### config.mk
export PLATFORM = sky130hd
export DESIGN_NAME = symbol_timing_nco
export DESIGN_NICKNAME = d
export VERILOG_FILES = /design/src/rtl/symbol_timing_nco.sv
export SDC_FILE = /design/constraint.sdc
export NUM_CORES = 1
export LEC_CHECK = 0
export ABC_AREA = 1
export BUFFER_PORTS_ARGS = -buffer_cell sky130_fd_sc_hd__buf_2
export CORE_MARGIN = 5
export CORE_UTILIZATION = 60
export CTS_CLUSTER_SIZE = 8
export DETAILED_ROUTE_END_ITERATION = 6
export GPL_TIMING_DRIVEN = 0
export PLACE_DENSITY_LB_ADDON = 0.12
export REMOVE_ABC_BUFFERS = 1
export SETUP_SLACK_MARGIN = 0.2
export SLEW_MARGIN = 30
export SYNTH_ARGS = -nofsm -noshare
export SYNTH_HDL_FRONTEND = slang
export SYNTH_SLANG_ARGS = --single-unit
### constraint.sdc
create_clock -name clk -period 18.4 [get_ports clk]
set_input_delay 5.52 -clock clk [delete_from_list [all_inputs] [get_ports clk]]
set_output_delay 5.52 -clock clk [all_outputs]
set_load 0.05 [all_outputs]
### src/rtl/symbol_timing_nco.sv
// Symbol-timing NCO: PI loop filter driving a modulo-2^WA phase accumulator that
// strobes once per symbol with the fractional interval mu. Optional lock detector under NCO_LOCK_DET_EN.
module symbol_timing_nco #(
  parameter int OSF      = 20,
  parameter int WE       = 18,
  parameter int WA       = 32,
  parameter int WMU      = 16,
  parameter int KP_SHIFT = 4,
  parameter int KI_SHIFT = 8,
  parameter int INT_LIM  = 2**20,
  parameter int CTRL_LIM = 2**24,
  parameter int LOCK_THR = 512,
  parameter int LOCK_CNT = 64
) (
  input  logic                 clk,
  input  logic                 reset,
  input  logic signed [WE-1:0] e_in,
  input  logic                 e_valid_i,
  input  logic                 iq_val,
  output logic                 sym_valid_o,
  output logic [WMU-1:0]       mu_o,
  output logic signed [WA-1:0] ctrl_o,
  output logic                 lock_o
);

  localparam longint unsigned STEP_L =
    ((64'd1 << WA) + 64'(OSF) - 64'd1) / 64'(OSF);
  localparam logic [WA-1:0]     STEP       = WA'(STEP_L);
  localparam logic signed [WA:0] INT_LIM_W  = (WA+1)'(INT_LIM);
  localparam logic signed [WA:0] CTRL_LIM_W = (WA+1)'(CTRL_LIM);

  function automatic logic signed [WA-1:0] sat_lim(input logic signed [WA:0] x,
                                                   input logic signed [WA:0] lim);
    logic signed [WA:0] nlim;
    nlim = -lim;
    if (x > lim)       sat_lim = lim[WA-1:0];
    else if (x < nlim) sat_lim = nlim[WA-1:0];
    else               sat_lim = x[WA-1:0];
  endfunction

  logic signed [WA-1:0] integ;
  logic [WA-1:0]        acc;

  logic signed [WA-1:0] e_ext;
  logic signed [WA-1:0] e_kp;
  logic signed [WA-1:0] e_ki;
  logic signed [WA:0]   integ_sum;
  logic signed [WA-1:0] integ_next;
  logic signed [WA:0]   ctrl_sum;
  logic signed [WA-1:0] ctrl_next;
  logic [WA+1:0]        acc_sum;
  logic [WA-1:0]        acc_new;
  logic                 wrap;

  // Loop filter: both terms are summed one bit wider so saturation sees the true value
  always_comb begin
    e_ext      = {{(WA-WE){e_in[WE-1]}}, e_in};
    e_kp       = e_ext >>> KP_SHIFT;
    e_ki       = e_ext >>> KI_SHIFT;
    integ_sum  = {integ[WA-1], integ} + {e_ki[WA-1], e_ki};
    integ_next = sat_lim(integ_sum, INT_LIM_W);
    ctrl_sum   = {e_kp[WA-1], e_kp} + {integ_next[WA-1], integ_next};
    ctrl_next  = sat_lim(ctrl_sum, CTRL_LIM_W);
  end

  // Phase accumulator: two guard bits separate a real carry from a negative sum
  always_comb begin
    acc_sum = {2'b00, acc} + {2'b00, STEP} + {{2{ctrl_o[WA-1]}}, ctrl_o};
    acc_new = acc_sum[WA-1:0];
    wrap    = (acc_sum[WA+1:WA] == 2'b01) || (acc_new == '0);
  end

  always_ff @(posedge clk) begin
    if (reset) begin
      integ       <= '0;
      ctrl_o      <= '0;
      acc         <= '0;
      mu_o        <= '0;
      sym_valid_o <= 1'b0;
    end else begin
      if (e_valid_i) begin
        integ  <= integ_next;
        ctrl_o <= ctrl_next;
      end
      sym_valid_o <= 1'b0;
      if (iq_val) begin
        acc <= acc_new;
        if (wrap) begin
          mu_o        <= acc_new[WA-1 -: WMU];
          sym_valid_o <= ~sym_valid_o;
        end
      end
    end
  end

`ifdef NCO_LOCK_DET_EN
  localparam int CW = $clog2(LOCK_CNT + 1);

  logic [CW-1:0] lock_cnt;
  logic [WE:0]   e_abs;
  logic          e_small;

  always_comb begin
    e_abs   = e_in[WE-1] ? -{e_in[WE-1], e_in} : {e_in[WE-1], e_in};
    e_small = (e_abs < (WE+1)'(LOCK_THR));
  end

  // Lock detector: run of small errors; one large error drops lock immediately
  always_ff @(posedge clk) begin
    if (reset) begin
      lock_cnt <= '0;
      lock_o   <= 1'b0;
    end else if (e_valid_i && !e_small) begin
      lock_cnt <= '0;
      lock_o   <= 1'b0;
    end else begin
      if (e_valid_i && (lock_cnt != CW'(LOCK_CNT)))
        lock_cnt <= lock_cnt + 1'b1;
      lock_o <= (lock_cnt == CW'(LOCK_CNT));
    end
  end
`else
  assign lock_o = 1'b0;
`endif

endmodule

# --- Word level (Yosys, flattened, before mapping) ---
# Index checks and enable logic that the tools add are counted.
totals:
  reg_bits: 113
  word_cells: 25
  inputBits: 22
classes:
  n_mux: 4
  n_eq_ne: 1
  n_addsub: 4
  n_bitwise: 3
  order_cmp: 4
  reduce_logical: 4
op_table:
  columns: ["operator", "n"]
  rows:
  - ["two-way mux 32 bit", 4]
  - ["adder 33 x 34 -> 34 bit", 1]
  - ["adder 14 x 32 -> 33 bit", 1]
  - ["adder 32 x 10 -> 33 bit", 1]
  - ["adder 32 x 28 -> 33 bit, second input constant", 1]
  - ["greater-than comparator 33 x 22 -> 1 bit, second input constant", 1]
  - ["greater-than comparator 33 x 26 -> 1 bit, second input constant", 1]
  - ["less-than comparator 33 x 21 -> 1 bit, second input constant", 1]
  - ["less-than comparator 33 x 25 -> 1 bit, second input constant", 1]
  - ["logical NOT 32 bit", 1]
  - ["inverter 1 bit", 3]
  - ["OR reduction 3 bit", 1]
  - ["equality test 2 x 1 -> 1 bit, second input constant", 1]
  - ["AND reduction 2 bit", 1]
  - ["logical OR 1 bit", 1]

# --- Longest topological paths before layout ---
depth:
  ltp_word: 8
  mapped_depth: 42
  ltp_nobuf: 40

# --- Worst setup path before layout ---
# OpenSTA, ideal clock, no wires.
synth_path:
  kind: "in2reg"
  start: "in e_in[8]"
  end: "reg ctrl_o[14]"
  t_arrival_ns: 9.581
  t_required_ns: 18.329
  cell_stages: 39
  setup_slack_ns: 8.748
  path_buffers: 2
  path_cell_list: "ha_1 -> inv_1 -> fa_1 -> inv_1 -> nand3_1 -> nand2_1 -> nand2_1 -> nand2_1 -> nand2_1 -> nand2_1 -> nand4_1 -> nand2_1 -> xor2_2 -> inv_2 -> buf_6 -> a21boi_2 -> nand2_1 -> inv_1 -> [... 3 more ...] -> inv_1 -> nand3_1 -> nand2_1 -> nand2_2 -> nand2_2 -> nand2_1 -> nand2_1 -> nand2_2 -> nand2_2 -> nand2_1 -> nand2_2 -> nand3_1 -> nor2_1 -> nand3_1 -> nand2_2 -> buf_6 -> nand3_2 -> a21oi_2"
synth_via:
  elab_chain_len: 8
synth_lines:
  columns: ["element", "line", "text"]
  rows:
  - ["start: declaration", "17", "input logic signed [WE-1:0] e_in,"]
  - ["adder 32 x 10 -> 33 bit (*)", "60", "integ_sum = {integ[WA-1], integ} + {e_ki[WA-1], e_ki};"]
  - ["less-than comparator 33 x 21 -> 1 bit", "37", "else if (x < nlim) sat_lim = nlim[WA-1:0];"]
  - ["two-way mux 32 bit", "37", null]
  - ["two-way mux 32 bit (*)", "36", "if (x > lim) sat_lim = lim[WA-1:0];"]
  - ["via integ_next[0]", "48", "logic signed [WA-1:0] integ_next;"]
  - ["adder 14 x 32 -> 33 bit (*)", "62", "ctrl_sum = {e_kp[WA-1], e_kp} + {integ_next[WA-1], integ_next};"]
  - ["less-than comparator 33 x 25 -> 1 bit", "37", null]
  - ["two-way mux 32 bit", "37", null]
  - ["two-way mux 32 bit (*)", "36", null]
  - ["end signal: assignment", "83", "ctrl_o <= ctrl_next;"]
  - ["end: declaration", "22", "output logic signed [WA-1:0] ctrl_o,"]
# Mark *: on every way through the listed nets, which the timed path passes. The rest lies on a longest branch.
# A chain may end at the register's enable or synchronous reset.

# --- Final worst setup path ---
layout_path:
  start: "in e_in[17]"
  end: "reg ctrl_o[1]"
# The elaborated chain is that of the path after synthesis.

==> summary.md <==
| Metric | Value |
|---|---|
| Worst path required time | `18.75 ns` |
| Violated checks | `design-rule violations` |
| Status | `complete, but fails checks` |
| Die H | `158 µm` |
| Commonest cells after routing, fill and taps aside | `nand2_1, inv_1, nor2_1` |
| DR pass1 iterations | `7` |
| CTS Sinks | `113` |
| Clock H-tree levels | `4` |
| GR Util All Layers | `31.4%` |
| R2R cell count | `37` |
| Hold Crit Depth | `1` |
| # IOs | `72` |
| Pre-CTS setup slack | `6.47 ns` |
| Wire per inst | `14.9 µm` |
| Register area share after synthesis | `17.3%` |
| Vias/cell | `5.38` |
| Clock Skew | `0.0166 ns` |
| Min Clock Period, post-route | `11.57 ns` |
| Final Total Pwr | `1.93 mW` |
| Max clock buf depth | `2` |
| Compound-Gate Fraction of Synth Area | `13.6%` |
| Avg Cell Area, Syn | `5.78 µm²` |
| Critical Path AT | `11.92 ns` |
| Final Wtd Congestion | `1.02` |
| Post-CTS Hold Buffers | `0` |
| Post-synthesis xor/xnor area fraction | `1.65%` |
| Critical Path Most Common Cell | `nand2_1` |
| Diode count | `0` |
| Total gr overflow | `0` |
| CTS Buf Count | `17` |
| Critical path type | `primary input to flip-flop` |
| Worst-Margin Slew | `0.913 ns` |
| DRC viols | `3` |
| Post-Route WL | `38700 µm` |
| Slowest cell on crit path | `buf_2` |
| Commonest non-fill, non-tap cell in the layout | `nand2_1` |
| Number of I/O port buffers | `66` |
| Starting Density | `60.5%` |
| #FFs+latches synth | `113` |
| Power density cells | `135 nW/µm²` |
| Share of layout cells above drive strength 1 | `10.6%` |
| Post-detail-place hpwl | `31300 µm` |
| RSZ-0062 raised after global routing | `no` |
| Logic pwr share | `62.7%` |
| Clock latency on the worst-skew pair | `0.42 ns` |
| Hold Path Origin | `sym_valid_o$_SDFF_PP0_` |
| CTS tree | `done` |
| Nets | `2460` |
| Largest family of logic cells by synthesized area | `simple AND/OR/NAND/NOR gates` |
| Number of global-route vias before repair | `13452` |
| R2R Path Start | `integ[0]$_SDFFE_PP0P_` |
| CTS resizes | `0` |
| 1st-iter DRT viols | `803` |
| Clock root buffer | `clkbuf_16` |
| DRT antenna net count | `0` |
| Worst Setup End Kind | `flip-flop` |
| Largest net degree at the start of global routing | `59` |
| Die area | `24900 µm²` |
| Reg clk slew, reported paths | `0.07 ns` |
| Placed Area | `13600 µm²` |
| Max Freq | `86.4 MHz` |
| Sw frac | `52.6%` |
| Area Overhead vs Synth | `8.46%` |
| Share of flip-flops with an asynchronous set or reset | `0%` |
| Internal Power | `913 µW` |
| Placed cell count | `2568` |
| Hold Vio Cnt, Final | `0` |
| Setup tns final | `0 ns` |
| Worst setup margin | `6.83 ns` |
| Synth Area in Adders | `12.7%` |
| Worst slew margin | `39.1%` |
| Reg-to-Reg End | `ctrl_o[1]$_SDFFE_PP0P_` |
| Sw power | `1.01 mW` |
| Hold Path Class | `flip-flop to flip-flop` |
| Endpoint, Worst Hold | `sym_valid_o$_SDFF_PP0_` |
| Design area | `14200 µm²` |
| Ys Warns | `0` |
| Finished Core Util | `65.6%` |
| Number of synthesized flops with an enable pin | `0` |
| Worst path max stage delay | `0.67 ns` |
| Setup bufs post-CTS | `0` |
| Mux contribution to synthesized area | `0%` |
| Fin. max-slew vios | `0` |
| Antenna violations before repair | `0` |
| Final Setup Violations | `0` |
| Vias | `13983` |
| Die span in x | `158 µm` |
| Hold_ws | `0.437 ns` |
| R2r setup slk | `12.01 ns` |
| Clk network pwr share | `19.7%` |
| Ys flop type | `dfxtp_1` |
| First-pass GRT wire length | `63200 µm` |
| Rows | `54` |
| Lkg Pwr | `8.13 nW` |
| Flop pwr share | `17.6%` |
| Worst vdd ir | `0.0706 mV` |
| Critical Path Source Type | `primary input` |
| Post-Syn Instances | `2267` |
| Max cap viols | `0` |
| Crit share post-route | `62.9%` |
| Synth Area in Simple Gates | `40.0%` |
| Worst-path maximum fanout | `42` |
| Synth cell types | `47` |
| Syn Std Cell Area | `13100 µm²` |
| Final Non-Filler Cells | `2600` |
| Core area | `21700 µm²` |
## flip-flops by register name, indices dropped and copies added, names as in the netlist
| name | cells |
|---|---|
| acc | 32 |
| ctrl_o | 32 |
| integ | 32 |
| mu_o | 16 |
| sym_valid_o | 1 |
## synth_stat cells, types with 2 or more instances
cell / instances / area share (%)
a21boi_2: 3 / 0.26
a21o_1: 5 / 0.29
a21oi_1: 133 / 5.1
a21oi_2: 39 / 2.6
a31oi_1: 2 / 0.095
buf_1: 5 / 0.14
buf_2: 2 / 0.076
buf_4: 4 / 0.23
buf_6: 9 / 0.77
clkbuf_1: 26 / 0.74
clkinv_1: 2 / 0.057
dfxtp_1: 113 / 17
fa_1: 3 / 0.46
ha_1: 128 / 12
inv_1: 432 / 12
inv_2: 15 / 0.43
nand2_1: 726 / 21
nand2_2: 30 / 1.4
nand2_4: 2 / 0.17
nand3_1: 141 / 5.4
nand3_2: 27 / 2.1
nand3b_1: 15 / 0.86
nand4_1: 29 / 1.4
nor2_1: 187 / 5.4
nor2_2: 15 / 0.72
nor3_1: 15 / 0.57
nor3_2: 6 / 0.46
nor4_1: 5 / 0.24
nor4_2: 2 / 0.19
o211ai_1: 25 / 1.4
o21a_1: 2 / 0.11
o21ai_0: 70 / 2.7
o21ai_1: 6 / 0.23
o21bai_1: 9 / 0.52
or2_1: 2 / 0.095
xnor2_1: 14 / 0.94
xor2_1: 7 / 0.47
xor2_2: 2 / 0.25
## power by group through the flow
stage	clock, mW	combinational, mW	sequential (mW)
6_report	0.379	1.21	0.340
5_1_grt	0.394	1.36	0.346
4_1_cts	0.382	1.20	0.339
3_5_place_dp	0	1.19	0.344
3_3_place_gp	0	1.17	0.342
2_1_floorplan	0	0.817	0.441
## layer usage
layer | vias up | track usage, % | wire (µm) | share of wire, %
met5 | - | 0 | 0 | 0
met1 | 6304 | 35.0 | 15500 | 40
met3 | 116 | 3.25 | 1660 | 4.3
met2 | 375 | 58.3 | 19400 | 50
li1 | 7188 | - | - | -
met4 | 0 | 16.8 | 2220 | 5.7
## worst max-delay path: cells and delay by family
| kind | cells | cell delay, ns |
|---|---|---|
| buffers and inverters | 4 | 0.97 |
| AND/OR/NAND/NOR | 26 | 4.17 |
| adder cells (fa/ha/maj) | 3 | 1.01 |
| AO/OA/AOI/OAI | 1 | 0.17 |
## layout make-up
type / count / area, µm²
Multi-Input combinational cell: 1659 / 8910
Fill cell: 2107 / 7470
Sequential cell: 113 / 2260
Inverter: 449 / 1690
Clock buffer: 18 / 429
Timing Repair Buffer: 67 / 358
Tap cell: 280 / 350
Clock inverter: 14 / 226
## worst max-delay path by stage
stage | start | end | depth (start not counted)
floorplan | e_in[8] | ctrl_o[0]$_SDFFE_PP0P_ | 37
global placement | e_in[17] | ctrl_o[1]$_SDFFE_PP0P_ | 32
detailed placement | e_in[17] | ctrl_o[1]$_SDFFE_PP0P_ | 35
CTS | e_in[17] | ctrl_o[1]$_SDFFE_PP0P_ | 35
global route | e_in[17] | ctrl_o[2]$_SDFFE_PP0P_ | 34
finish | e_in[17] | ctrl_o[1]$_SDFFE_PP0P_ | 34
## cell families (layout without fill, tap and decap cells)
logic type / count (synthesis) / in the layout
buf+inv: 495 / 548
fa+ha+maj: 131 / 131
compound gates: 298 / 298
xor+xnor: 23 / 23
simple gates: 1206 / 1206
flops: 113 / 113
other cells: 1 / 1
Power figures use the tool's default switching activity.
